===== config.mk =====
export PLATFORM = sky130hd
export DESIGN_NAME = scmp_useq
export DESIGN_NICKNAME = d
export VERILOG_FILES = /design/src/rtl/scmp_useq.sv
export SDC_FILE = /design/constraint.sdc
export NUM_CORES = 1
export LEC_CHECK = 0
export BUFFER_PORTS_ARGS = -buffer_cell sky130_fd_sc_hd__buf_2
export CORE_ASPECT_RATIO = 0.6
export CORE_UTILIZATION = 53
export CTS_CLUSTER_DIAMETER = 200
export CTS_CLUSTER_SIZE = 8
export DETAILED_ROUTE_END_ITERATION = 7
export PLACE_DENSITY = 0.82
export RECOVER_POWER = 100
export REMOVE_ABC_BUFFERS = 1
export SYNTH_ARGS = -nofsm -noshare
export SYNTH_HDL_FRONTEND = slang
export SYNTH_SLANG_ARGS = --single-unit

===== constraint.sdc =====
create_clock -name clk -period 2.8 [get_ports clk]
set_input_delay 0.14 -clock clk [delete_from_list [all_inputs] [get_ports clk]]
set_output_delay 0.14 -clock clk [all_outputs]
set_load 0.02 [all_outputs]

===== src/rtl/scmp_useq.sv =====
// ---------------------------------------------------------------------------
// scmp_useq : microcode sequencer for the SC/MP core.
//
// Computes the next microcode address (uPC) from the sequencing field of the
// current microinstruction. Besides flat opcode dispatch it provides a
// micro-subroutine return stack, conditional branches, a loadable delay
// counter for multi-cycle waits and a bus-hold freeze.
//
// Ports:
//   clk        : clock, all state updates on the rising edge
//   rst        : asynchronous active-high reset
//   hold       : freeze all sequencer state this cycle (bus wait)
//   mode       : 0 SEQ, 1 JMP, 2 BRT, 3 BRF, 4 DISP, 5 CALL, 6 RET, 7 WAIT
//   target     : branch/call target, fallback address for RET on empty stack
//   cond       : branch condition for BRT/BRF
//   disp_pc    : opcode dispatch entry address
//   dly_load   : load the delay counter from dly_value
//   dly_value  : delay count in cycles
//   upc        : current microcode address (registered)
//   stk_depth  : current return stack occupancy
//   stk_err    : sticky stack overflow/underflow flag
//   dly_busy   : delay counter is nonzero
// ---------------------------------------------------------------------------
module scmp_useq #(
  parameter int               UPC_W       = 8,
  parameter int               STACK_DEPTH = 4,
  parameter int               CNT_W       = 18,
  parameter logic [UPC_W-1:0] RESET_UPC   = '0,
  localparam int              DEPTH_W     = $clog2(STACK_DEPTH + 1)
) (
  input  logic               clk,
  input  logic               rst,
  input  logic               hold,
  input  logic [2:0]         mode,
  input  logic [UPC_W-1:0]   target,
  input  logic               cond,
  input  logic [UPC_W-1:0]   disp_pc,
  input  logic               dly_load,
  input  logic [CNT_W-1:0]   dly_value,
  output logic [UPC_W-1:0]   upc,
  output logic [DEPTH_W-1:0] stk_depth,
  output logic               stk_err,
  output logic               dly_busy
);

  localparam logic [2:0] MODE_SEQ  = 3'd0;
  localparam logic [2:0] MODE_JMP  = 3'd1;
  localparam logic [2:0] MODE_BRT  = 3'd2;
  localparam logic [2:0] MODE_BRF  = 3'd3;
  localparam logic [2:0] MODE_DISP = 3'd4;
  localparam logic [2:0] MODE_CALL = 3'd5;
  localparam logic [2:0] MODE_RET  = 3'd6;
  localparam logic [2:0] MODE_WAIT = 3'd7;

  // The stack array is sized to the full range of the depth register so it
  // can be indexed directly by depth without a narrowing slice; entries at
  // and above STACK_DEPTH are never written.
  localparam int STK_N = 1 << DEPTH_W;

  logic [UPC_W-1:0]   upc_q, upc_d;
  logic [DEPTH_W-1:0] depth_q, depth_d;
  logic               err_q, err_d;
  logic [CNT_W-1:0]   cnt_q, cnt_d;
  logic               busy_q, busy_d;
  logic [UPC_W-1:0]   stack_q [STK_N];

  logic [UPC_W-1:0]   inc;
  logic [DEPTH_W-1:0] pop_idx;
  logic               stk_full;
  logic               stk_empty;
  logic               push_en;

  assign inc       = upc_q + UPC_W'(1);
  assign pop_idx   = depth_q - DEPTH_W'(1);
  assign stk_full  = (depth_q >= DEPTH_W'(STACK_DEPTH));
  assign stk_empty = (depth_q == '0);

  // Next-state logic. Every register defaults to holding its value, which
  // also covers the hold=1 freeze. The delay counter is loaded by dly_load
  // in any mode; only WAIT counts it down, and the upc stays put while the
  // counter is nonzero or being loaded.
  always_comb begin
    upc_d   = upc_q;
    depth_d = depth_q;
    err_d   = err_q;
    cnt_d   = cnt_q;
    push_en = 1'b0;

    if (!hold) begin
      if (dly_load) begin
        cnt_d = dly_value;
      end

      case (mode)
        MODE_SEQ:  upc_d = inc;
        MODE_JMP:  upc_d = target;
        MODE_BRT:  upc_d = cond ? target : inc;
        MODE_BRF:  upc_d = cond ? inc : target;
        MODE_DISP: upc_d = disp_pc;
        MODE_CALL: begin
          upc_d = target;
          if (stk_full) begin
            err_d = 1'b1;
          end else begin
            push_en = 1'b1;
            depth_d = depth_q + DEPTH_W'(1);
          end
        end
        MODE_RET: begin
          if (stk_empty) begin
            upc_d = target;
            err_d = 1'b1;
          end else begin
            upc_d   = stack_q[pop_idx];
            depth_d = pop_idx;
          end
        end
        MODE_WAIT: begin
          if (!dly_load) begin
            if (cnt_q != '0) begin
              cnt_d = cnt_q - CNT_W'(1);
            end else begin
              upc_d = inc;
            end
          end
        end
      endcase
    end

    busy_d = (cnt_d != '0);
  end

  // Sequencer state registers; busy is registered alongside the counter so
  // that every output comes straight from a flop.
  always_ff @(posedge clk or posedge rst) begin
    if (rst) begin
      upc_q   <= RESET_UPC;
      depth_q <= '0;
      err_q   <= 1'b0;
      cnt_q   <= '0;
      busy_q  <= 1'b0;
    end else begin
      upc_q   <= upc_d;
      depth_q <= depth_d;
      err_q   <= err_d;
      cnt_q   <= cnt_d;
      busy_q  <= busy_d;
    end
  end

  // Return stack storage. Contents are don't-care after reset because the
  // depth register alone decides which entries are valid.
  always_ff @(posedge clk) begin
    if (push_en) begin
      stack_q[depth_q] <= inc;
    end
  end

  assign upc       = upc_q;
  assign stk_depth = depth_q;
  assign stk_err   = err_q;
  assign dly_busy  = busy_q;

endmodule

---- After elaboration in Yosys (flattened, before gate mapping) ----
Memory sizes are Yosys's and may differ from the RTL's.
Index checks and enable logic that the tools add are counted.
cells by class
  add/sub/neg operators ................... 4
  reductions and logical operators ........ 9
  bitwise logic cells ..................... 1
  equal/unequal tests ..................... 13
  $lt $le $gt $ge ......................... 1
  mux-type cells .......................... 22
operators by type and width
  operator                                            count
  2-to-1 mux 18 bit                                   5
  case mux 8 bit (7 select lines)                     1
  2-to-1 mux 8 bit                                    5
  nonzero test 18 bit                                 2
  subtractor 18 x 1 -> 18 bit, second input constant  1
  == test 3 bit, second input constant                4
  inequality test 2 bit, second input constant        6
  adder 8 x 1 -> 8 bit, second input constant         1
  AND reduction 4 bit                                 2
  2-to-1 mux 1 bit                                    7
  == test 3 x 2 -> 1 bit, second input constant       2
  logical NOT 3 bit                                   2
  2-to-1 mux 3 bit                                    2
  case mux 3 bit (2 select lines)                     1
  adder 3 x 1 -> 3 bit, second input constant         1
  == test 3 x 1 -> 1 bit, second input constant       1
  >= comparator 3 bit, second input constant          1
  AND reduction 3 bit                                 1
  subtractor 3 x 1 -> 3 bit, second input constant    1
  case mux 1 bit (2 select lines)                     1
  nonzero test 2 bit                                  1
  OR reduction 2 bit                                  1
  inverter 1 bit                                      1
word-level totals
  output and inout bits ................... 13
  input bits .............................. 42
  logic and storage cells ................. 56
  memories kept ........................... 1
  memory bits (writable) .................. 64
  register bits ........................... 31
memory list
  memory   words  width  rd ports  clocked after memory_dff  write ports  RTL line  source
  stack_q  8      8      1         0                         1            65        logic [UPC_W-1:0] stack_q [STK_N];

---- Longest topological paths before layout ----
  depth in word-level cells ............... 6
  depth in mapped cells ................... 12
  mapped depth without buffers ............ 10

---- Worst setup path before layout ----
Ideal clock, no wire load.
  path type ............................... register -> register
  start ................................... register depth_q[0], in the netlist stk_depth[0]
  end ..................................... register upc_q[5], in the netlist upc[5]
  clock period less this slack ............ 3179 ps
  path buffers ............................ 3
  stages on the path, launching flop included .. 13
  setup time .............................. 149 ps
  data required time ...................... 2651 ps
  arrival ................................. 3029 ps
  path slack .............................. -379 ps
  cells stage by stage .................... dfrtp_1 > buf_2 > buf_2 > inv_1 > ha_1 > ha_1 > buf_1 > mux2i_1 > nor2_1 > a2111oi_0 > inv_1 > o22ai_1 > o311ai_0
on the way
  word-level cells in the longest chain between the ends .. 4
  elaborated cells on any way between the ends .. 5
  those cells by class .................... add/sub: 1; mux: 2; reduce/logical: 1; memory: 1
ends and longest elaborated chain
  element                            RTL line  source
  start, declared                    61        logic [DEPTH_W-1:0] depth_q, depth_d;
  start signal, assigned             144       depth_q <= depth_d;
  subtractor 3 x 1 -> 3 bit          74        assign pop_idx = depth_q - DEPTH_W'(1);
  memory (8 x 8 bit)                 -
  2-to-1 mux 8 bit *                 110       if (stk_empty) begin
  case mux 8 bit (7 select lines) *  94        case (mode)
  end signal, assigned               143       upc_q <= upc_d;
  end, declared                      60        logic [UPC_W-1:0] upc_q, upc_d;
Mark *: on every way between the ends. The rest lies on a longest branch, timed or not.
A chain may end at the register's enable or synchronous reset.

---- Worst setup path after layout ----
  start ................................... register cnt_q[0]
  end ..................................... register busy_q, in the netlist dly_busy
on the way
  word-level cells in the longest chain between the ends .. 6
  elaborated cells on any way between the ends .. 8
  those cells by class .................... add/sub: 1; mux: 5; reduce/logical: 2
ends and longest elaborated chain
  element                                                             RTL line  source
  start, declared                                                     63        logic [CNT_W-1:0] cnt_q, cnt_d;
  start signal, assigned                                              146       cnt_q <= cnt_d;
  subtractor 18 x 1 -> 18 bit or nonzero test 18 bit (tied branches)  121, 120
  2-to-1 mux 18 bit *                                                 120       if (cnt_q != '0) begin
  2-to-1 mux 18 bit *                                                 119       if (!dly_load) begin
  2-to-1 mux 18 bit *                                                 94
  2-to-1 mux 18 bit *                                                 89        if (!hold) begin
  via cnt_d[7]                                                        63
  nonzero test 18 bit *                                               130       busy_d = (cnt_d != '0);
  via busy_d                                                          64        logic busy_q, busy_d;
  end signal, assigned                                                147       busy_q <= busy_d;
  end, declared                                                       64
The timed path passes the listed nets; every way through them passes the cells marked *.

==> results.md <==
- The number of levels in the clock H-tree is 3.
- Input and output buffers added on the ports amount to 54.
- Of the available clock period, the critical path in the final layout requires approximately 97%.
- The analysis attributes to cell leakage a power of 2.28 nW.
- The instance area at placement is 5520 um2.
- The die is around 77 um tall.
- For this design, the sink count on the clock tree is 95.
- The aggregate global-route resource usage is 27.6%.
- The total wirelength of the detailed-routed design is 12500 um.
- The tightest min-delay check is of the in2reg type.
- The count of flip-flops with a built-in enable after synthesis is 64.
- The post-route clock skew is 0.00731 ns.
- The number of slew-limit violations in the final report is 32.
- The setup check on the worst reg-to-reg path leaves a slack of 0.08 ns.
- The post-layout net count is 554.
- Including well taps, the total number of placed cells is 607.
- Data on the critical path is required at its endpoint by 3.03 ns.
- The final standard cell area without fillers is 5820 um2.
- The filler-free cell count of the finished design is 624.
- The count of final hold-check violations is 0.
- The number of global-route vias before repair was 3765.
- Counting flops with an async set or reset pin after synthesis yields a share of 32.6%.
- Setup repair after global routing could not meet its margin everywhere.
- The post-route netlist has 22.3% of its cells at a drive strength greater than 1.
- The total via count in the routed design is 4011.
- In this run the power density over the cells is 802 nW/um2.
- Summed over all nets, wire length on met3 after detailed routing comes to 1460 um.
- STA classifies the critical path endpoint as a flop.
- The endpoint of the lowest-slack register-to-register path is dly_busy.
- The worst register-to-register path has a depth of 9.
- After detailed routing, the number of vias per cell comes to 6.43.
- The fill cell instance count of the final layout is 694.
- The first-pass GRT wire length is between 15000 and 20000 um.
- Of all nets on the critical path, the largest fanout is 6.
- Counting along the longest clock path gives a buffer depth of 2.
- Clock-pin slew was measured on the worst setup and hold paths at 0.07 ns.
- The most critical setup path has its startpoint at cnt_q[0].
- The number of different library cells used by synthesis comes to 72.
- The detailed router put a total of 5270 um of wire on met1.
- The maximum clock frequency is 368 MHz.
- Setup violations remaining at the end of the flow were counted as 0.
- For this run, the leading register cell type out of synthesis is sky130_fd_sc_hd__edfxtp_1.
- Before CTS, the worst setup slack after placement is 0.0161 ns.
- The total iterations of the first detailed-routing run is 6.
- The detailed route wirelength on metal2 is between 5000 and 6000 um.
- The tool flagged a number of max-cap violations equal to 1.
- The smallest hold slack is 0.0207 ns.
- Once detailed placement completed, the half-perimeter wirelength came to approximately 9000 um.
- For the worst setup path, the data arrival time is around 3.0 ns.
- The shortest period the worst path allows is roughly 2.7 ns.
- The clock root buffer is sky130_fd_sc_hd__clkbuf_16.
- The floorplan step defined a die boundary enclosing 9740 um2.
- The number of DRC markers in iteration 0 is 565.
- The largest individual stage delay along the critical path comes from the cell sky130_fd_sc_hd__or4_1.
- The I/O pin count is 55.
- The share of the Yosys chip area taken by registers is 54.5%.
- In the final routed layout, each cell accounts on average for 20.0 um.
- The worst setup path is of the reg2reg kind.
- The highest metal layer carrying signal wires in the routed design is met4.
- The launch point of the worst reg-to-reg path is cnt_q[0].
- The peak supply drop is 0.465 mV.
- Yosys printed 0 warnings.
- The flow ran to the end, but the final reports show violations.
- The total CTS buffers is 9.
- The critical path launch point type is a flop.
- Synthesis produced 409 cells.
- From synthesis to final layout, the design area changed by 17.6%.
- In this design, the stage delay of the slowest critical-path cell is roughly 0.58 ns.
- The area of the mapped netlist is roughly 5000 um2.
- The number of design rule violations left after detail routing is 0.
- The latest clock arrival within the worst-skew pair is 0.35 ns.
- The synthesized design contains 95 register bits.
- TritonCTS built the clock tree.
- Once routing completed, OpenROAD measured the worst setup slack at 0.0829 ns.
- A synthesized cell averages 12.1 um2.
- In this run the tightest slew margin relative to its limit is -28.5%.
- In this run the core area contains 26 standard-cell rows.
- The total inserted antenna cells is 0.
- The transition time at the pin with the least slew margin is slightly below 2 ns.
- The die width is 127 um.
- The starting utilization of the core area is between 50% and 60%.
- The count of nets left with antenna violations once routing finished came out at 0.
- Walking the worst path, the cells encountered are inv_1 -> ha_1 -> nor3b_4 -> nand4_1 -> o21ai_4 -> a211oi_1 -> or4_1 -> nor4_1 -> nand2_1.
- The final weighted congestion in routability-driven placement is 0.963.
- The initial antenna violation count is 0.
- The final reports fail on capacitance limit, slew limit.
- Global routing finished with a remaining overflow of 0.
- The largest net degree at the start of global routing is 32.
- The placeable core region is 8780 um2.
- The most critical setup path has its endpoint at dly_busy.
## report_power, final
part	internal, mW	leakage (nW)	switching (mW)	total, mW
logic	0.702	1.17	0.882	1.58
registers	1.80	0.971	0.163	1.96
clock network	0.603	0.136	0.524	1.13
total	3.10	2.28	1.57	4.67
## kinds of logic after synthesis
kind of cell	Yosys count	synth area share [%]
and+or+nand+nor	141	16.2
AOI/OAI and AO/OA	95	13.4
DFF	95	54.5
buffers and inverters	36	3.44
muxes	27	9.53
xor gates and xnor gates	9	1.59
adders and majority gates	5	1.26
other	1	0.0758
## cell usage after synthesis, types with 2 or more instances
cell type / instances / area share, %
sky130_fd_sc_hd__nand3_1: 15 / 1.5
sky130_fd_sc_hd__xor2_1: 5 / 0.88
sky130_fd_sc_hd__o211ai_1: 4 / 0.61
sky130_fd_sc_hd__nand2_1: 26 / 2.0
sky130_fd_sc_hd__dfrtp_1: 31 / 16
sky130_fd_sc_hd__nand3b_1: 2 / 0.30
sky130_fd_sc_hd__o21a_1: 2 / 0.30
sky130_fd_sc_hd__a21boi_0: 2 / 0.30
sky130_fd_sc_hd__o21ai_0: 24 / 2.4
sky130_fd_sc_hd__edfxtp_1: 64 / 39
sky130_fd_sc_hd__a211oi_1: 4 / 0.61
sky130_fd_sc_hd__or2_2: 3 / 0.38
sky130_fd_sc_hd__nor2_1: 31 / 2.4
sky130_fd_sc_hd__xnor2_1: 4 / 0.71
sky130_fd_sc_hd__nand4b_1: 3 / 0.53
sky130_fd_sc_hd__a2111oi_0: 3 / 0.53
sky130_fd_sc_hd__clkbuf_1: 11 / 0.83
sky130_fd_sc_hd__clkbuf_8: 3 / 0.83
sky130_fd_sc_hd__a21oi_1: 15 / 1.5
sky130_fd_sc_hd__mux2i_1: 10 / 2.0
sky130_fd_sc_hd__a221oi_1: 5 / 0.88
sky130_fd_sc_hd__or4_1: 2 / 0.30
sky130_fd_sc_hd__nand4_1: 5 / 0.63
sky130_fd_sc_hd__o311ai_0: 3 / 0.53
sky130_fd_sc_hd__nand2b_1: 5 / 0.63
sky130_fd_sc_hd__and3_1: 9 / 1.1
sky130_fd_sc_hd__or3_1: 4 / 0.51
sky130_fd_sc_hd__nor4_1: 5 / 0.63
sky130_fd_sc_hd__nor3_1: 8 / 0.81
sky130_fd_sc_hd__ha_1: 5 / 1.3
sky130_fd_sc_hd__a211o_1: 2 / 0.35
sky130_fd_sc_hd__mux4_2: 16 / 7.3
sky130_fd_sc_hd__a21o_1: 2 / 0.30
sky130_fd_sc_hd__o21bai_1: 3 / 0.45
sky130_fd_sc_hd__buf_2: 4 / 0.40
sky130_fd_sc_hd__and4b_1: 2 / 0.40
sky130_fd_sc_hd__nor3b_1: 3 / 0.45
sky130_fd_sc_hd__o2bb2ai_1: 2 / 0.35
sky130_fd_sc_hd__buf_1: 2 / 0.15
sky130_fd_sc_hd__o211a_1: 2 / 0.40
sky130_fd_sc_hd__nor4_2: 3 / 0.76
sky130_fd_sc_hd__a32oi_1: 3 / 0.53
sky130_fd_sc_hd__inv_1: 16 / 1.2
sky130_fd_sc_hd__o22ai_1: 3 / 0.38
sky130_fd_sc_hd__nor2b_1: 6 / 0.76
## area by class of cell
| cell class | count | area (um2) | share of cell area [%] |
|---|---|---|---|
| sequential | 95 | 2700 | 46.3 |
| multi-input combinational | 309 | 2250 | 38.6 |
| timing repair buffer | 76 | 404 | 6.94 |
| clock buffer | 9 | 225 | 3.87 |
| tap | 112 | 140 | 2.41 |
| inverter | 16 | 60.1 | 1.03 |
| clock inverter | 7 | 48.8 | 0.838 |
## per-stage QoR
stage | TNS (ns) | utilization (%) | power (mW)
after global placement | 0 | 62.9 | 3.50
final | 0 | 66.3 | 4.67
after global routing | -0.0535 | 66.3 | 4.90
after detailed placement | 0 | 62.9 | 3.56
after floorplan | -0.585 | - | 3.02
after CTS | 0 | 66.1 | 4.68
## metal layers
metal / global-route usage (%) / vias up
met1: 39.1 / 1922
met2: 40.1 / 280
li1: - / 1767
met5: 0 / -
met4: 7.98 / 0
met3: 9.70 / 42
## state kept, by name (all words and copies together) (netlist names)
name / count
cnt_q: 18
dly_busy: 1
stack_q: 64
stk_depth: 3
stk_err: 1
upc: 8
## worst max-delay path, delay by kind of cell (launching register included)
| family | cells | cell delay (ns) |
|---|---|---|
| buffers and inverters | 1 | 0.11 |
| AO/OA/AOI/OAI | 2 | 0.39 |
| flip-flops | 1 | 0.44 |
| AND/OR/NAND/NOR | 5 | 1.46 |
| adder cells (fa/ha/maj) | 1 | 0.21 |
## repair_timing
action,4_1_cts,5_1_grt
endpoints found under the hold margin,31,0
setup buffers,0,0
endpoints found under the setup margin,0,2
resized for setup,0,11
hold buffers,1,0
## how the worst min path moves through the flow
stage / start / to / slack (ns) / cells after the start
finish: dly_value[11] / cnt_q[11] / 0.02 / 3
global route: dly_value[9] / cnt_q[9] / 0.02 / 3
CTS: dly_value[11] / cnt_q[11] / 0.01 / 3
detailed placement: rst / stk_depth[0] / 0.27 / 3
global placement: rst / cnt_q[3] / 0.26 / 3
floorplan: rst / cnt_q[0] / 0.24 / 1
## placed cells by master, fill, tap and decap left out, drive strengths merged, types with 6 or more instances in the layout
cell and count:
conb 32, and3 9, buf 58, nor2b 6, nand3 15, nor4 9, clkbuf 26, mux2i 10
nor2 31, mux4 16, edfxtp 64, o21ai 25, a21oi 15, dfrtp 31, inv 17, nor3 9
nand2 26
No activity file was read; power rests on OpenSTA's default activity.
